===== config.mk =====
export PLATFORM = sky130hd
export DESIGN_NAME = traffic_request_gen
export DESIGN_NICKNAME = d
export VERILOG_FILES = /design/src/rtl/traffic_request_gen.sv
export SDC_FILE = /design/constraint.sdc
export NUM_CORES = 1
export LEC_CHECK = 0
export CAP_MARGIN = 20
export CORE_UTILIZATION = 32
export DETAILED_ROUTE_END_ITERATION = 6
export HOLD_SLACK_MARGIN = 0.12
export PLACE_DENSITY = 0.6
export SLEW_MARGIN = 25
export SYNTH_ARGS = -nofsm -noshare
export SYNTH_HDL_FRONTEND = slang
export SYNTH_SLANG_ARGS = --single-unit

===== constraint.sdc =====
create_clock -name clk -period 4.6 [get_ports clk]
set_input_delay 0.46 -clock clk [delete_from_list [all_inputs] [get_ports clk]]
set_output_delay 0.46 -clock clk [all_outputs]
set_load 0.02 [all_outputs]

===== src/rtl/traffic_request_gen.sv =====
// Request front-end for the traffic-light controller.
// Conditions the raw pedestrian button and the 8 siren detectors with a
// 2-flop synchroniser plus a debounce counter per input. The conditioned
// requests are arbitrated into registered pedSignal / emgSignal / emgLane
// outputs. A request is held until the controller reports svc_done.
module traffic_request_gen #(
  parameter int DEBOUNCE_CYC = 3,   // 1..15
  parameter int EMG_MIN_HOLD = 10   // 1..127
) (
  input  logic       clk,
  input  logic       rst,           // asynchronous, active low
  input  logic       ped_btn_raw,
  input  logic [7:0] emg_req_raw,
  input  logic       svc_done,
  output logic       pedSignal,
  output logic       emgSignal,
  output logic [7:0] emgLane,
  output logic [6:0] pedWaitTime
);

  localparam int NIN = 9;

  localparam logic [1:0] ST_IDLE = 2'd0;
  localparam logic [1:0] ST_EMG  = 2'd1;
  localparam logic [1:0] ST_PED  = 2'd2;

  // The counter flips the level on the edge where it has already seen
  // DEBOUNCE_CYC-1 matching cycles and the current one matches too.
  localparam logic [3:0] DB_LAST = 4'(DEBOUNCE_CYC - 1);

  // The hold counter tracks the remaining grant cycles after the current one,
  // so emgSignal stays high for exactly EMG_MIN_HOLD cycles at minimum.
  localparam logic [6:0] HOLD_INIT = 7'(EMG_MIN_HOLD - 1);

  logic [NIN-1:0] raw_vec;
  logic [NIN-1:0] db_lvl;
  logic           ped_db_d;

  assign raw_vec = {emg_req_raw, ped_btn_raw};

  // Per-input synchroniser and debouncer. Bit 0 is the button, bits 8:1 the lanes.
  genvar gi;
  generate
    for (gi = 0; gi < NIN; gi++) begin : g_cond
      logic       sync1_q, sync2_q;
      logic [3:0] cnt_q, cnt_d;
      logic       lvl_q, lvl_d;

      // Count consecutive cycles that disagree with the current level.
      always_comb begin
        cnt_d = 4'd0;
        lvl_d = lvl_q;
        if (sync2_q != lvl_q) begin
          if (cnt_q == DB_LAST) begin
            lvl_d = sync2_q;
            cnt_d = 4'd0;
          end else begin
            cnt_d = cnt_q + 4'd1;
          end
        end
      end

      // Synchroniser flops, debounce counter and debounced level.
      always_ff @(posedge clk or negedge rst) begin
        if (!rst) begin
          sync1_q <= 1'b0;
          sync2_q <= 1'b0;
          cnt_q   <= 4'd0;
          lvl_q   <= 1'b0;
        end else begin
          sync1_q <= raw_vec[gi];
          sync2_q <= sync1_q;
          cnt_q   <= cnt_d;
          lvl_q   <= lvl_d;
        end
      end

      assign db_lvl[gi] = lvl_q;

      // The button's next level is tapped so a press is registered on the
      // same edge that its debounced level rises.
      if (gi == 0) begin : g_ped_tap
        assign ped_db_d = lvl_d;
      end
    end
  endgenerate

  logic [7:0] emg_db;
  logic       emg_any;
  logic [7:0] emg_lowest;
  logic       ped_rise;

  assign emg_db     = db_lvl[8:1];
  assign emg_any    = |emg_db;
  assign emg_lowest = emg_db & (~emg_db + 8'd1);
  assign ped_rise   = ped_db_d & ~db_lvl[0];

  logic [1:0] state_q, state_d;
  logic [7:0] lane_q, lane_d;
  logic [6:0] hold_q, hold_d;
  logic       pend_q, pend_d;
  logic [6:0] wait_q, wait_d;
  logic       ped_sig_q, emg_sig_q;
  logic       ped_clr;

  // Arbitration FSM: emergencies pre-empt the pedestrian phase and IDLE
  // always separates two grants.
  always_comb begin
    state_d = state_q;
    lane_d  = lane_q;
    hold_d  = hold_q;
    ped_clr = 1'b0;
    case (state_q)
      ST_IDLE: begin
        if (emg_any) begin
          state_d = ST_EMG;
          lane_d  = emg_lowest;
          hold_d  = HOLD_INIT;
        end else if (pend_q) begin
          state_d = ST_PED;
        end
      end
      ST_EMG: begin
        if (hold_q != 7'd0) begin
          hold_d = hold_q - 7'd1;
        end
        if ((hold_q == 7'd0) && ((emg_db & lane_q) == 8'd0)) begin
          state_d = ST_IDLE;
          lane_d  = 8'd0;
        end
      end
      ST_PED: begin
        if (emg_any) begin
          state_d = ST_EMG;
          lane_d  = emg_lowest;
          hold_d  = HOLD_INIT;
        end else if (svc_done) begin
          state_d = ST_IDLE;
          ped_clr = 1'b1;
        end
      end
      default: begin
        state_d = ST_IDLE;
        lane_d  = 8'd0;
        hold_d  = 7'd0;
      end
    endcase
  end

  // Pending pedestrian request and its saturating wait time.
  always_comb begin
    pend_d = (pend_q & ~ped_clr) | ped_rise;
    wait_d = 7'd0;
    if (pend_d && pend_q) begin
      wait_d = (wait_q == 7'd127) ? wait_q : wait_q + 7'd1;
    end
  end

  // State, request bookkeeping and registered outputs.
  always_ff @(posedge clk or negedge rst) begin
    if (!rst) begin
      state_q   <= ST_IDLE;
      lane_q    <= 8'd0;
      hold_q    <= 7'd0;
      pend_q    <= 1'b0;
      wait_q    <= 7'd0;
      ped_sig_q <= 1'b0;
      emg_sig_q <= 1'b0;
    end else begin
      state_q   <= state_d;
      lane_q    <= lane_d;
      hold_q    <= hold_d;
      pend_q    <= pend_d;
      wait_q    <= wait_d;
      ped_sig_q <= (state_d == ST_PED);
      emg_sig_q <= (state_d == ST_EMG);
    end
  end

  assign pedSignal   = ped_sig_q;
  assign emgSignal   = emg_sig_q;
  assign emgLane     = lane_q;
  assign pedWaitTime = wait_q;

endmodule


==> flow_metrics.py, run 1 <==
metrics = {
    "timing": {
        "relSlewSlack_pct": 54.62,
        "fin_skew_ns": 0.006149,
        "tns_ns": 0,
        "setup_viol": 0,
        "max_freq_mhz": 502.7,
        "rsz0062_at_grt": "false",
        "period_needed_ns": 1.989,
        "hold_viol": 0,
        "drv_slew": 0,
        "whs_ns": 0.3479,
        "post-route-period-util_pct": 43.24,
        "worstMarginPinSlew_ns": 0.6807,
    },
    "final_layout": {
        "final_cell_mix": "dfrtp_1, nor2_1, clkdlybuf4s50_1, nand2_1",
        "nets": 403,
        "instances_no_fill": 519,
        "syn_to_final_growth_pct": 19.97,
        "layout_commonest_cell": "dfrtp_1",
        "drive_above_1_share_pct": 10.11,
        "antenna_cells": 0,
        "final_core_util_pct": 40.04,
        "num-fill-cells": 1090,
    },
    "logic_synthesis": {
        "synth_edf_count": 0,
        "async_reset_ff_share_pct": 100.0,
        "yosysWarnings": 0,
        "synth_ff_type": "dfrtp_1",
        "synth_nets": 368,
        "syn_area_um2": 3860,
        "ys_seq_elements": 90,
        "netlist_instances": 336,
        "seq_area_frac_synth_pct": 58.35,
        "synth.distinct_cells": 47,
        "syn_area_per_cell_um2": 11.49,
    },
    "placed_design": {
        "place_congestion": 0.7297,
        "placed_cells": 502,
        "port-buffer-count": 28,
        "hpwl_um": 4536,
    },
    "global_routing": {
        "grt_max_degree": 56,
        "met3_usage_pct": 2.504,
        "antenna_found_initial": 0,
        "grt_pass1_vias": 2468,
        "grt_pass1_wl_um": 11670,
        "grt.met1_usage_pct": 16.33,
        "top_usage_layer": "met2",
        "gr-usage-met2_pct": 17.06,
        "track_usage_pct": 11.61,
        "overflow": 0,
    },
    "drt": {
        "drtAntennaViolNets": 0,
        "drtIter0Drc": 147,
        "drc": 2,
        "vias": 2404,
        "drt_pass1_iterations": 6,
        "wl_um": 6458,
        "routed_via_density": 4.632,
        "wl_per_cell_um": 12.44,
    },
    "clock_tree": {
        "clkSinkCount": 90,
        "clk_path_buf_depth": 2,
        "path_clk_slew_ns": 0.06,
        "cts_buffers": 9,
        "cts_resized": 0,
        "cts_htree_levels": 3,
        "postCtsSetupBuffers": 0,
        "cts_tree": "yes",
        "clk_latency_ns": 0.33,
        "cts-root-buf": "clkbuf_16",
    },
    "status": {
        "violations": "DRC",
        "run_status": "finished, violations left",
    },
    "setup_path": {
        "critical-path-max-stage-delay_ns": 0.58,
        "critPathKind": "flip-flop to flip-flop",
        "crit_chain": "nor4_4, nand3_2, o31ai_2, nor3_1",
        "slowest_stage": "o31ai_2",
        "crit_fanout": 13,
        "cp-start-kind": "flip-flop",
        "crit_required_ns": 4.79,
        "end_kind": "flip-flop",
        "cp.arrival_ns": 2.18,
    },
    "die": {
        "dieHeight_um": 111.8,
        "die_area_um2": 12510,
        "core_area_um2": 11560,
        "pin_count": 29,
        "die_width_um": 111.8,
        "initial_core_util_pct": 33.38,
        "rows": 39,
    },
    "hold_path": {
        "min_path_type": "flip-flop to flip-flop",
    },
    "pwr": {
        "peakVddDrop_mv": 0.2491,
        "p_per_area_nw_per_um2": 616.4,
        "power_uw": 2855,
        "p_leak_uw": 0.002111,
    },
    "job": {
        "cap_violations": 0,
    },
}
registers in the layout, summed over array words and instances, names as in the netlist, 2 cells and up:
| register | flops |
|---|---|
| emgLane | 8 |
| g_cond.sync1_q | 9 |
| g_cond.cnt_q | 36 |
| pedWaitTime | 7 |
| g_cond.sync2_q | 9 |
| g_cond.lvl_q | 9 |
| state_q | 2 |
| hold_q | 7 |
per-layer routing:
metal / share of wire, % / routed length (um) / up-vias
li1: - / - / 1190
met1: 50 / 3254 / 1171
met2: 44 / 2860 / 33
met3: 3.4 / 220 / 10
met4: 1.9 / 122 / 0
met5: 0 / 0 / -
synthesized netlist by cell type (all sizes together) (2+ instances only):
library cell  instances  share of area (%)
nand4                 2               0.32
nand2b                2               0.32
o21ai                10                1.3
inv                  20                1.9
nor4                  2               0.88
or3                   3               0.75
mux2i                 2               0.52
a22o                  3               0.68
a32o                  3               0.78
dfrtp                90                 58
ha                   20                6.5
nand3                14                2.1
a21boi                2               0.39
xor2                 18                4.1
o31ai                 2               0.88
or2b                  2               0.42
a22oi                 4               0.78
clkbuf                4               0.39
xnor2                10                2.3
nand2                22                2.1
buf                   2               0.42
mux2                  9                2.6
and3                  7                1.1
nor3                  8                1.2
nor2                 60                5.8
stage by stage:
stage	setup WS, ns	cell area [um^2]
after CTS	2.608	4631
after detailed placement	2.617	4293
final	2.611	4631
after floorplan	2.904	3860
after global placement	2.678	4293
after global routing	2.430	4631
worst max-delay path, delay by kind of cell (launching register included):
family | cells | cell delay, ns
AND/OR/NAND/NOR | 3 | 0.79
AO/OA/AOI/OAI | 1 | 0.58
flip-flops | 1 | 0.48
final timing paths:
kind | startpoint | to | slack, ns | cells past startpoint
worst max register to register | g_cond[1].lvl_q | pedWaitTime[5] | 2.61 | 4
worst max-delay path | g_cond[1].lvl_q | pedWaitTime[5] | 2.61 | 4
max in group asynchronous | rst | emgLane[6] | 2.94 | 3
min in group asynchronous | rst | pedWaitTime[2] | 0.61 | 2
worst min register to register | g_cond[5].sync1_q | g_cond[5].sync2_q | 0.35 | 0
worst min-delay path | g_cond[5].sync1_q | g_cond[5].sync2_q | 0.35 | 0
final cells by class:
| type | instances | area [um^2] | share of cell area, % |
|---|---|---|---|
| Clock buffer | 10 | 239.0 | 5.161 |
| Clock inverter | 6 | 88.84 | 1.918 |
| Inverter | 20 | 75.07 | 1.621 |
| Multi-Input combinational cell | 220 | 1501 | 32.42 |
| Sequential cell | 90 | 2252 | 48.64 |
| Tap cell | 143 | 178.9 | 3.864 |
| Timing Repair Buffer | 30 | 295.3 | 6.377 |
power breakdown:
part	internal, uW	switching (uW)
Clock	491	294
Sequential	1000	252
Combinational	388	429
cells by family (layout without fill, tap and decap cells):
group | count (synthesis) | after routing | share of synthesized area, %
flops | 90 | 90 | 58.35
simple gates | 126 | 126 | 15.79
mux | 11 | 11 | 3.144
fa+ha+maj | 20 | 20 | 6.483
xor+xnor | 28 | 28 | 6.353
buf+inv | 26 | 66 | 2.755
compound gates | 35 | 35 | 7.132
repair_timing:
action	4_1_cts	5_1_grt
hold buffers	1	0
hold endpoints to repair	35	0
endpoints found under the setup margin	0	0
(Power assumes the default switching activity.)
==> inputs of run 2 (changes only) <==
==> constraint.sdc (replaced) <==
create_clock -name clk -period 2 [get_ports clk]
set_input_delay 0.2 -clock clk [delete_from_list [all_inputs] [get_ports clk]]
set_output_delay 0.2 -clock clk [all_outputs]
set_load 0.02 [all_outputs]
==> flow_metrics.py, run 2 (synthesis results as in run 1) <==
metrics = {
    "timing": {
        "setup_viol": 0,
        "fin_skew_ns": 0.007023,
        "post-route-period-util_pct": 93.95,
        "relSlewSlack_pct": 62.46,
        "period_needed_ns": 1.879,
        "whs_ns": 0.2961,
        "tns_ns": 0,
        "drv_slew": 0,
        "max_freq_mhz": 532.2,
        "worstMarginPinSlew_ns": 0.5597,
        "hold_viol": 0,
        "fin_ws_ns": 0.1210,
        "rsz0062_at_grt": "false",
    },
    "die": {
        "pin_count": 29,
        "die_area_um2": 12510,
        "initial_core_util_pct": 33.38,
        "dieHeight_um": 111.8,
        "core_area_um2": 11560,
        "die_width_um": 111.8,
        "rows": 39,
    },
    "pwr": {
        "peakVddDrop_mv": 0.5971,
        "power_uw": 6513,
        "p_leak_uw": 0.002131,
        "p_per_area_nw_per_um2": 1398,
    },
    "placed_design": {
        "placed_cells": 505,
        "hpwl_um": 4488,
        "pre_cts_ws_ns": 0.1476,
        "place_congestion": 0.7745,
        "port-buffer-count": 28,
    },
    "setup_path": {
        "cp.depth": 6,
        "crit_chain": "inv_1, ha_1, or2b_2, o31ai_4, and2_1, o21ai_0",
        "ff2ff_path_depth": 6,
        "r2r-end": "state_q[0]",
        "regToRegSetupSlack_ns": 0.12,
        "critPathKind": "flip-flop to flip-flop",
        "crit_fanout": 6,
        "crit_required_ns": 2.19,
        "critical-path-max-stage-delay_ns": 0.40,
        "cp.arrival_ns": 2.07,
        "slowest_stage": "dfrtp_1",
        "cp_top_family": "simple AND/OR/NAND/NOR gates",
        "end_kind": "flip-flop",
        "cp-start-kind": "flip-flop",
        "crit_buf_inv": 1,
        "r2r-start": "hold_q[0]",
    },
    "hold_path": {
        "min_path_type": "input port to flip-flop",
        "hold_end": "g_cond[6].sync1_q",
        "worstHoldStart": "emg_req_raw[5]",
        "hold_depth": 1,
    },
    "final_layout": {
        "layout_commonest_cell": "dfrtp_1",
        "syn_to_final_growth_pct": 20.71,
        "instances_no_fill": 524,
        "final_cell_mix": "dfrtp_1, nor2_1, clkdlybuf4s50_1, nand2_1",
        "antenna_cells": 0,
        "largest_register_ffs": 36,
        "drive_above_1_share_pct": 11.02,
        "largest_register": "g_cond.cnt_q",
        "nets": 408,
    },
    "global_routing": {
        "antenna_found_initial": 0,
        "grt_max_degree": 58,
        "overflow": 0,
        "grt_pass1_wl_um": 11120,
        "grt_pass1_vias": 2361,
        "track_usage_pct": 11.20,
    },
    "drt": {
        "wl_um": 6448,
        "routed_via_density": 4.643,
        "drt_pass1_iterations": 6,
        "vias": 2433,
        "drtAntennaViolNets": 0,
        "drc": 2,
        "drtIter0Drc": 147,
        "wl_per_cell_um": 12.31,
    },
    "clock_tree": {
        "path_clk_slew_ns": 0.06,
        "cts_buffers": 9,
        "cts_tree": "yes",
        "clkSinkCount": 90,
        "clk_latency_ns": 0.34,
        "cts-root-buf": "clkbuf_16",
        "cts_htree_levels": 3,
        "clk_path_buf_depth": 2,
    },
    "status": {
        "violations": "DRC",
        "run_status": "finished, violations left",
    },
    "job": {
        "cap_violations": 0,
    },
}
-- run 2: worst max-delay path by stage --
| stage | endpoint | start | slack (ns) |
|---|---|---|---|
| finish | state_q[0] | hold_q[0] | 0.12 |
| global route | emgSignal | hold_q[0] | 0.0008 |
| CTS | emgLane[1] | hold_q[0] | 0.13 |
| detailed placement | emgLane[1] | hold_q[0] | 0.15 |
| global placement | emgLane[1] | hold_q[0] | 0.19 |
| floorplan | emgLane[1] | hold_q[0] | 0.30 |
-- run 2: what timing repair did --
item                                    CTS  global route
endpoints found under the hold margin    33             0
buffers inserted                          0             2
hold buffers                              1             0
resized for setup                         0             0
endpoints found under the setup margin    0             5
-- run 2: metrics by stage --
step                      area (um^2)  utilization (%)
after floorplan                  3860                -
after global placement           4328            37.42
after detailed placement         4328            37.42
after CTS                        4644            40.16
after global routing             4659            40.29
final                            4659            40.29
-- run 2: worst reg2reg max path: stages (launching register included) --
cell,delay [ns]
dfrtp_1,0.40
inv_1,0.09
ha_1,0.16
or2b_2,0.36
o31ai_4,0.35
and2_1,0.25
o21ai_0,0.12
-- run 2: metal layers --
layer  share of wire (%)  global-route usage, %  up-vias
met1                  52                  15.51     1182
li1                    -                      -     1206
met2                  44                  16.60       31
met5                   0                      0        -
met4                 1.9                  5.495        0
met3                 2.9                  2.450       14
-- run 2: cell type report --
cell class                      instances  area (um^2)
Clock buffer                           11        242.7
Fill cell                            1096         6905
Multi-Input combinational cell        220         1501
Clock inverter                          5        63.81
Timing Repair Buffer                   35        345.3
Sequential cell                        90         2252
Tap cell                              143        178.9
Inverter                               20        75.07
-- run 2: where the power goes --
| group | switching [uW] | leakage, uW | internal [uW] |
|---|---|---|---|
| sequential | 536 | 0.00114 | 2300 |
| clock | 686 | 0.000146 | 1010 |
| combinational | 1030 | 0.000840 | 949 |
| total | 2250 | 0.00213 | 4260 |
==> inputs of run 3 (changes only) <==
--- a/config.mk
+++ b/config.mk
@@ -10,7 +10,6 @@
 export DETAILED_ROUTE_END_ITERATION = 6
 export HOLD_SLACK_MARGIN = 0.12
 export PLACE_DENSITY = 0.6
-export SLEW_MARGIN = 25
 export SYNTH_ARGS = -nofsm -noshare
 export SYNTH_HDL_FRONTEND = slang
 export SYNTH_SLANG_ARGS = --single-unit
==> constraint.sdc (replaced) <==
create_clock -name clk -period 2.06 [get_ports clk]
set_input_delay 0.206 -clock clk [delete_from_list [all_inputs] [get_ports clk]]
set_output_delay 0.206 -clock clk [all_outputs]
set_load 0.02 [all_outputs]
==> flow_metrics.py, run 3 (synthesis results as in run 1) <==
metrics = {
    "timing": {
        "setup_viol": 0,
        "hold_viol": 0,
        "whs_ns": 0.3089,
        "fin_skew_ns": 0.006835,
        "period_needed_ns": 1.860,
        "rsz0062_at_grt": "false",
        "relSlewSlack_pct": 59.46,
        "post-route-period-util_pct": 90.31,
        "fin_ws_ns": 0.1996,
        "max_freq_mhz": 537.5,
        "drv_slew": 0,
        "worstMarginPinSlew_ns": 0.6044,
        "tns_ns": 0,
    },
    "final_layout": {
        "final_cell_mix": "dfrtp_1, nor2_1, clkdlybuf4s50_1, nand2_1",
        "largest_register_ffs": 36,
        "antenna_cells": 0,
        "layout_commonest_cell": "dfrtp_1",
        "syn_to_final_growth_pct": 20.52,
        "finalInstanceArea_um2": 4652,
        "largest_register": "g_cond.cnt_q",
        "nets": 407,
        "drive_above_1_share_pct": 10.79,
    },
    "status": {
        "run_status": "finished, violations left",
        "violations": "DRC",
    },
    "hold_path": {
        "min_path_type": "input port to flip-flop",
        "worstHoldStart": "emg_req_raw[4]",
        "hold_depth": 1,
        "hold_end": "g_cond[5].sync1_q",
    },
    "placed_design": {
        "hpwl_um": 4570,
        "port-buffer-count": 28,
        "place_congestion": 0.7976,
        "placed_area_um2": 4335,
        "pre_cts_ws_ns": 0.2271,
    },
    "setup_path": {
        "crit_fanout": 7,
        "critPathKind": "flip-flop to flip-flop",
        "cp.arrival_ns": 2.08,
        "r2r-start": "hold_q[0]",
        "crit_required_ns": 2.28,
        "critical-path-max-stage-delay_ns": 0.41,
        "regToRegSetupSlack_ns": 0.20,
        "slowest_stage": "dfrtp_1",
        "r2r-end": "emgLane[1]",
        "crit_chain": "inv_1, ha_1, or2b_2, o31ai_4, nand3_2, a32o_1",
        "end_kind": "flip-flop",
        "cp-start-kind": "flip-flop",
        "ff2ff_path_depth": 6,
    },
    "die": {
        "core_area_um2": 11560,
        "initial_core_util_pct": 33.38,
        "pin_count": 29,
        "rows": 39,
        "die_area_um2": 12510,
        "die_width_um": 111.8,
        "dieHeight_um": 111.8,
    },
    "pwr": {
        "p_int_uw": 4137,
        "power_frac_seq_pct": 43.9,
        "switching_share_pct": 34.30,
        "switchingPower_uw": 2160,
        "power_uw": 6297,
        "p_comb_share_pct": 30.0,
        "p_per_area_nw_per_um2": 1354,
        "clock_power_share_pct": 26.1,
        "p_leak_uw": 0.002124,
        "peakVddDrop_mv": 0.6926,
    },
    "global_routing": {
        "grt_pass1_vias": 2546,
        "antenna_found_initial": 0,
        "track_usage_pct": 11.74,
        "overflow": 0,
        "grt_max_degree": 39,
        "grt_pass1_wl_um": 11700,
    },
    "clock_tree": {
        "clk_latency_ns": 0.33,
        "cts_tree": "yes",
        "clk_path_buf_depth": 2,
        "cts-root-buf": "clkbuf_16",
        "cts_buffers": 9,
        "postCtsSetupBuffers": 0,
        "cts_htree_levels": 3,
        "clkSinkCount": 90,
        "path_clk_slew_ns": 0.06,
    },
    "drt": {
        "wl_per_cell_um": 12.35,
        "drtIter0Drc": 106,
        "vias": 2459,
        "routed_via_density": 4.702,
        "drc": 2,
        "drt_pass1_iterations": 6,
        "wl_um": 6460,
        "drtAntennaViolNets": 0,
    },
    "job": {
        "cap_violations": 0,
    },
}
-- run 3: per-stage QoR --
| step | util [%] | instances |
|---|---|---|
| floorplan | - | 336 |
| global placement | 37.49 | 506 |
| detailed placement | 37.49 | 506 |
| CTS | 40.23 | 523 |
| global route | 40.23 | 523 |
| finish | 40.23 | 523 |
-- run 3: cell type report --
class | count | area [um^2]
fill | 1082 | 6913
sequential | 90 | 2252
multi-input combinational | 220 | 1501
timing repair buffer | 34 | 337.8
clock buffer | 12 | 256.5
tap | 143 | 178.9
inverter | 20 | 75.07
clock inverter | 4 | 50.05
-- run 3: power by group through the flow --
stage	logic, uW	clock network [uW]	registers (uW)
finish	1890	1640	2770
global route	2150	1780	2850
CTS	1920	1710	2770
detailed placement	1900	0	2790
global placement	1860	0	2790
floorplan	1340	0	2720
-- run 3: worst max-delay path: cells and delay by family (launching register included) --
family,cells,cell delay [ns]
flops,1,0.41
buf+inv,1,0.09
fa+ha+maj,1,0.16
simple gates,2,0.53
compound gates,2,0.57
-- run 3: timing repair --
item,4_1_cts,5_1_grt
hold buffers,1,0
hold endpoints to repair,36,0
resized for setup,0,0
-- run 3: how the worst max path moves through the flow --
stage	start	to	slack (ns)	cells past startpoint
floorplan	hold_q[0]	emgLane[1]	0.36	6
global placement	hold_q[0]	emgLane[1]	0.25	6
detailed placement	hold_q[0]	emgLane[1]	0.23	6
CTS	hold_q[0]	emgLane[1]	0.20	6
global route	hold_q[0]	emgLane[1]	0.08	6
finish	hold_q[0]	emgLane[1]	0.20	6
-- run 3: per-layer routing --
metal	wire, um	track usage, %	vias to the layer above
met5	0	0	-
met4	64	4.324	0
met3	254	3.702	6
met1	3206	15.27	1215
li1	-	-	1205
met2	2934	18.34	33
==> RTL edit 1, RTL diff (settings of run 3) <==
`hold_q` no longer has a reset.
--- a/src/rtl/traffic_request_gen.sv
+++ b/src/rtl/traffic_request_gen.sv
@@ -162,5 +162,4 @@
       state_q   <= ST_IDLE;
       lane_q    <= 8'd0;
-      hold_q    <= 7'd0;
       pend_q    <= 1'b0;
       wait_q    <= 7'd0;
@@ -170,5 +169,4 @@
       state_q   <= state_d;
       lane_q    <= lane_d;
-      hold_q    <= hold_d;
       pend_q    <= pend_d;
       wait_q    <= wait_d;
@@ -176,4 +174,8 @@
       emg_sig_q <= (state_d == ST_EMG);
     end
+  end
+
+  always_ff @(posedge clk) begin
+    hold_q <= hold_d;
   end
 
Check against the original RTL: no difference found for any inputs over 10 cycles, from zero or initial values and one cycle with rst low; that may be too few to reach the edited logic, so the function may still have changed.
==> RTL edit 1 against run 3 <==
The flow still finishes with violations (DRC); setup slack got worse by 0.16 ns; largest cell class unchanged; synthesized area decreased by 1.4%; sequential cell count is the same; design area is 0.22% lower; largest power group unchanged; wire length down 2.6%; global-route usage hardly changed; synthesized cell count down 3.0%; power decreased by 4.7%.
==> RTL edit 1: results (changes against run 3) <==
- Status: complete, but fails checks
- Failing checks: DRC
- Placed inst area: 4360 um^2 (+0.58%)
- GRT Resource Usage Total: 11.8% (+0.019 points)
- Routability cong.: 0.754 (-5.5%)
- Cell family with most CP delay: simple AND/OR/NAND/NOR gates
- Max FO, Critical Path: 8 (+1)
- Pin count of the biggest net entering global routing: 59 (+51%)
- R2r startpoint: hold_q[1]
- GR Util met2: 18.5% (+0.15 points)
- Cells after Synth: 326 (-3.0%)
- Post-synth EDFFs: 7 (+7)
- Leak Pwr: 2.12 nW (-0.41%)
- Met1 Usage GRT: 14.8% (-0.52 points)
- Final net count: 409 (+0.49%)
- Place WS: 0.0203 ns (-0.207 ns)
- WHS Endpoint: g_cond[0].sync1_q
- WL met1: 3.06 mm (-4.7%)
- Met2 routed WL: 2.84 mm (-3.2%)
- DRC Markers: 2 (unchanged)
- Crit path largest cell delay: 0.44 ns (+0.03 ns)
- Hold WS: 0.311 ns (+0.00219 ns)
- Drt total wl: 6.29 mm (-2.6%)
- Post-synth cell types: 37 (-21%)
- Inst Count DP: 507 (+0.20%)
- Fin cells: 524 (+0.19%)
==> RTL edit 1: cell type report <==
cell class / instances / area, um^2
Tap cell: 143 / 179
Timing Repair Buffer: 43 / 405
Inverter: 14 / 52.6
Clock inverter: 3 / 16.3
Clock buffer: 12 / 246
Fill cell: 1120 / 6870
Multi-Input combinational cell: 219 / 1460
Sequential cell: 90 / 2290
==> RTL edit 1: kinds of logic (layout without fill, tap and decap cells) <==
kind of cell             count (synthesis)  after routing  synth area share, %
AND/OR/NAND/NOR                        125            125                 15.1
flip-flops                              90             90                 60.1
XOR/XNOR                                33             33                 7.60
AO/OA/AOI/OAI                           30             30                 5.72
adder cells (fa/ha/maj)                 20             20                 6.58
buffers and inverters                   17             72                 1.68
multiplexers                            11             11                 3.19
==> RTL edit 1: power by group <==
group / internal [W] / switching (W) / leakage [nW]
Clock: 0.000840 / 0.000625 / 0.133
Combinational: 0.000886 / 0.000919 / 0.852
Sequential: 0.00228 / 0.000452 / 1.13
==> RTL edit 2, RTL diff (config.mk and constraints of run 3) <==
Made on the original files. `EMG_MIN_HOLD`: 10 -> 5.
--- a/src/rtl/traffic_request_gen.sv
+++ b/src/rtl/traffic_request_gen.sv
@@ -6,5 +6,5 @@
 module traffic_request_gen #(
   parameter int DEBOUNCE_CYC = 3,   // 1..15
-  parameter int EMG_MIN_HOLD = 10   // 1..127
+  parameter int EMG_MIN_HOLD = 5   // 1..127
 ) (
   input  logic       clk,
Formal check against the unedited RTL: no difference found for any inputs over 10 cycles, from zero or initial values and one cycle with rst low; that may be too few to reach the edited logic, so the function may still have changed.
==> RTL edit 2 against run 3 <==
Sequential cell count stayed put; global-route usage is 0.050 points lower; setup slack worse by 0.043 ns; design area is 1.0% lower; critical path depth stayed put; wire length is 2.0% lower; worst hold slack better by 0.00061 ns; sequential share of layout area is 0.50 points higher; clock skew hardly changed; power is 2.8% lower; synthesized area is 1.7% lower; sequential power is 3% lower; critical path type unchanged.
==> RTL edit 2: results (changes against run 3) <==
- Inst Count DP: 497 (-1.8%)
- First-pass GRT wire length: 11.3 mm (-3.2%)
- Max FO, Critical Path: 5 (-2)
- Seq/Total Area, Yosys: 59.4% (+1.0 points)
- Most frequent cells after synthesis: dfrtp_1, nor2_1, ha_1
- H-tree levels: 3 (unchanged)
- Compound-Gate Fraction of Synth Area: 7.88% (+0.75 points)
- Vias per cell: 4.68 (-0.55%)
- Hold WS: 0.310 ns (+0.000613 ns)
- WL met1: 2.94 mm (-8.2%)
- Clock root buffer: clkbuf_16
- Place WS: 0.169 ns (-0.0583 ns)
- Worst Slack Setup Final: 0.157 ns (-0.0429 ns)
- Initial DRC count: 134 (+26%)
- Synth top area cells: dfrtp_1, ha_1, nor2_1
- Share of cells above drive strength 1: 9.76% (-1.0 points)
- Final HPWL DP: 4.55 mm (-0.40%)
- Pin count of the biggest net entering global routing: 36 (-7.7%)
- Fin. Hold Viols: 0 (unchanged)
- Most flops, register: g_cond.cnt_q
- Critical Path End: hold_q[2]
- DRT Pass-1 Iters: 4 (-2)
- Syn nets: 354 (-3.8%)
- Met2 routed WL: 2.95 mm (+0.37%)
- Leak Pwr: 2.12 nW (about the same)
- Cells after Synth: 322 (-4.2%)
- Met3 wire len: 397 um (+56%)
- Critical path arrival: 2.12 ns (+0.04 ns)
- Post-synthesis xor/xnor area fraction: 6.70% (+0.34 points)
- Cts-stage hold buffer count: 1 (unchanged)
- WHS Endpoint: g_cond[8].sync1_q
- GRT Resource Usage Total: 11.7% (-0.050 points)
- Post-synth cell types: 41 (-13%)
- Crit path largest cell delay: 0.52 ns (+0.11 ns)
- Async set-reset flop share out of synthesis: 100% (unchanged)
- Routability cong.: 0.796 (-0.18%)
- Sw frac: 33.2% (-1.1 points)
- Adder-cell share of the synthesized area: 6.60% (+0.11 points)
- Placed inst area: 4300 um^2 (-0.81%)
- Maximum VDD drop: 731 uV (+5.5%)
- Clock Path Buffers: 2 (unchanged)
- Critical-path top delay cell: or4b_4
- Cell family with most CP delay: simple AND/OR/NAND/NOR gates
- Clk_skew: 0.00721 ns (+0.000380 ns)
- Via count: 2394 (-2.6%)
- Min-Delay Startpoint: emg_req_raw[7]
- Final net count: 398 (-2.2%)
- Worst slew pin tran: 0.570 ns (-0.0346 ns)
- Drt total wl: 6.33 mm (-2.0%)
- Post-synthesis mux area share: 3.20% (+0.055 points)
- Status: finished, final reports clean
==> RTL edit 2: cell types whose count changed after synthesis, sizes merged, moves of 3 or more <==
cell and delta:
inv -5, o21ai -5, o2bb2ai +5, nand2 -4, a21oi +3, nand3 -3
==> RTL edit 2: routing by layer <==
layer / GRT usage [%] / vias up
met2: 17.9 / 36
met3: 5.69 / 2
met5: 0 / -
met1: 14.3 / 1179
li1: - / 1177
met4: 4.18 / 0
==> RTL edit 2: cell type report <==
type / instances / area [um^2]
clock buffers: 12 / 256
flip-flops and latches: 90 / 2250
repair buffers: 35 / 345
well taps: 143 / 179
multi-input cells: 215 / 1480
clock inverters: 2 / 37.5
fillers: 1061 / 6860
inverters: 15 / 56.3
==> RTL edit 2: power by group through the flow <==
stage	sequential [W]	clock (W)	combinational (W)
floorplan	0.00272	0	0.00120
global placement	0.00272	0	0.00179
detailed placement	0.00274	0	0.00184
CTS	0.00271	0.00167	0.00185
global route	0.00279	0.00175	0.00209
finish	0.00270	0.00160	0.00182
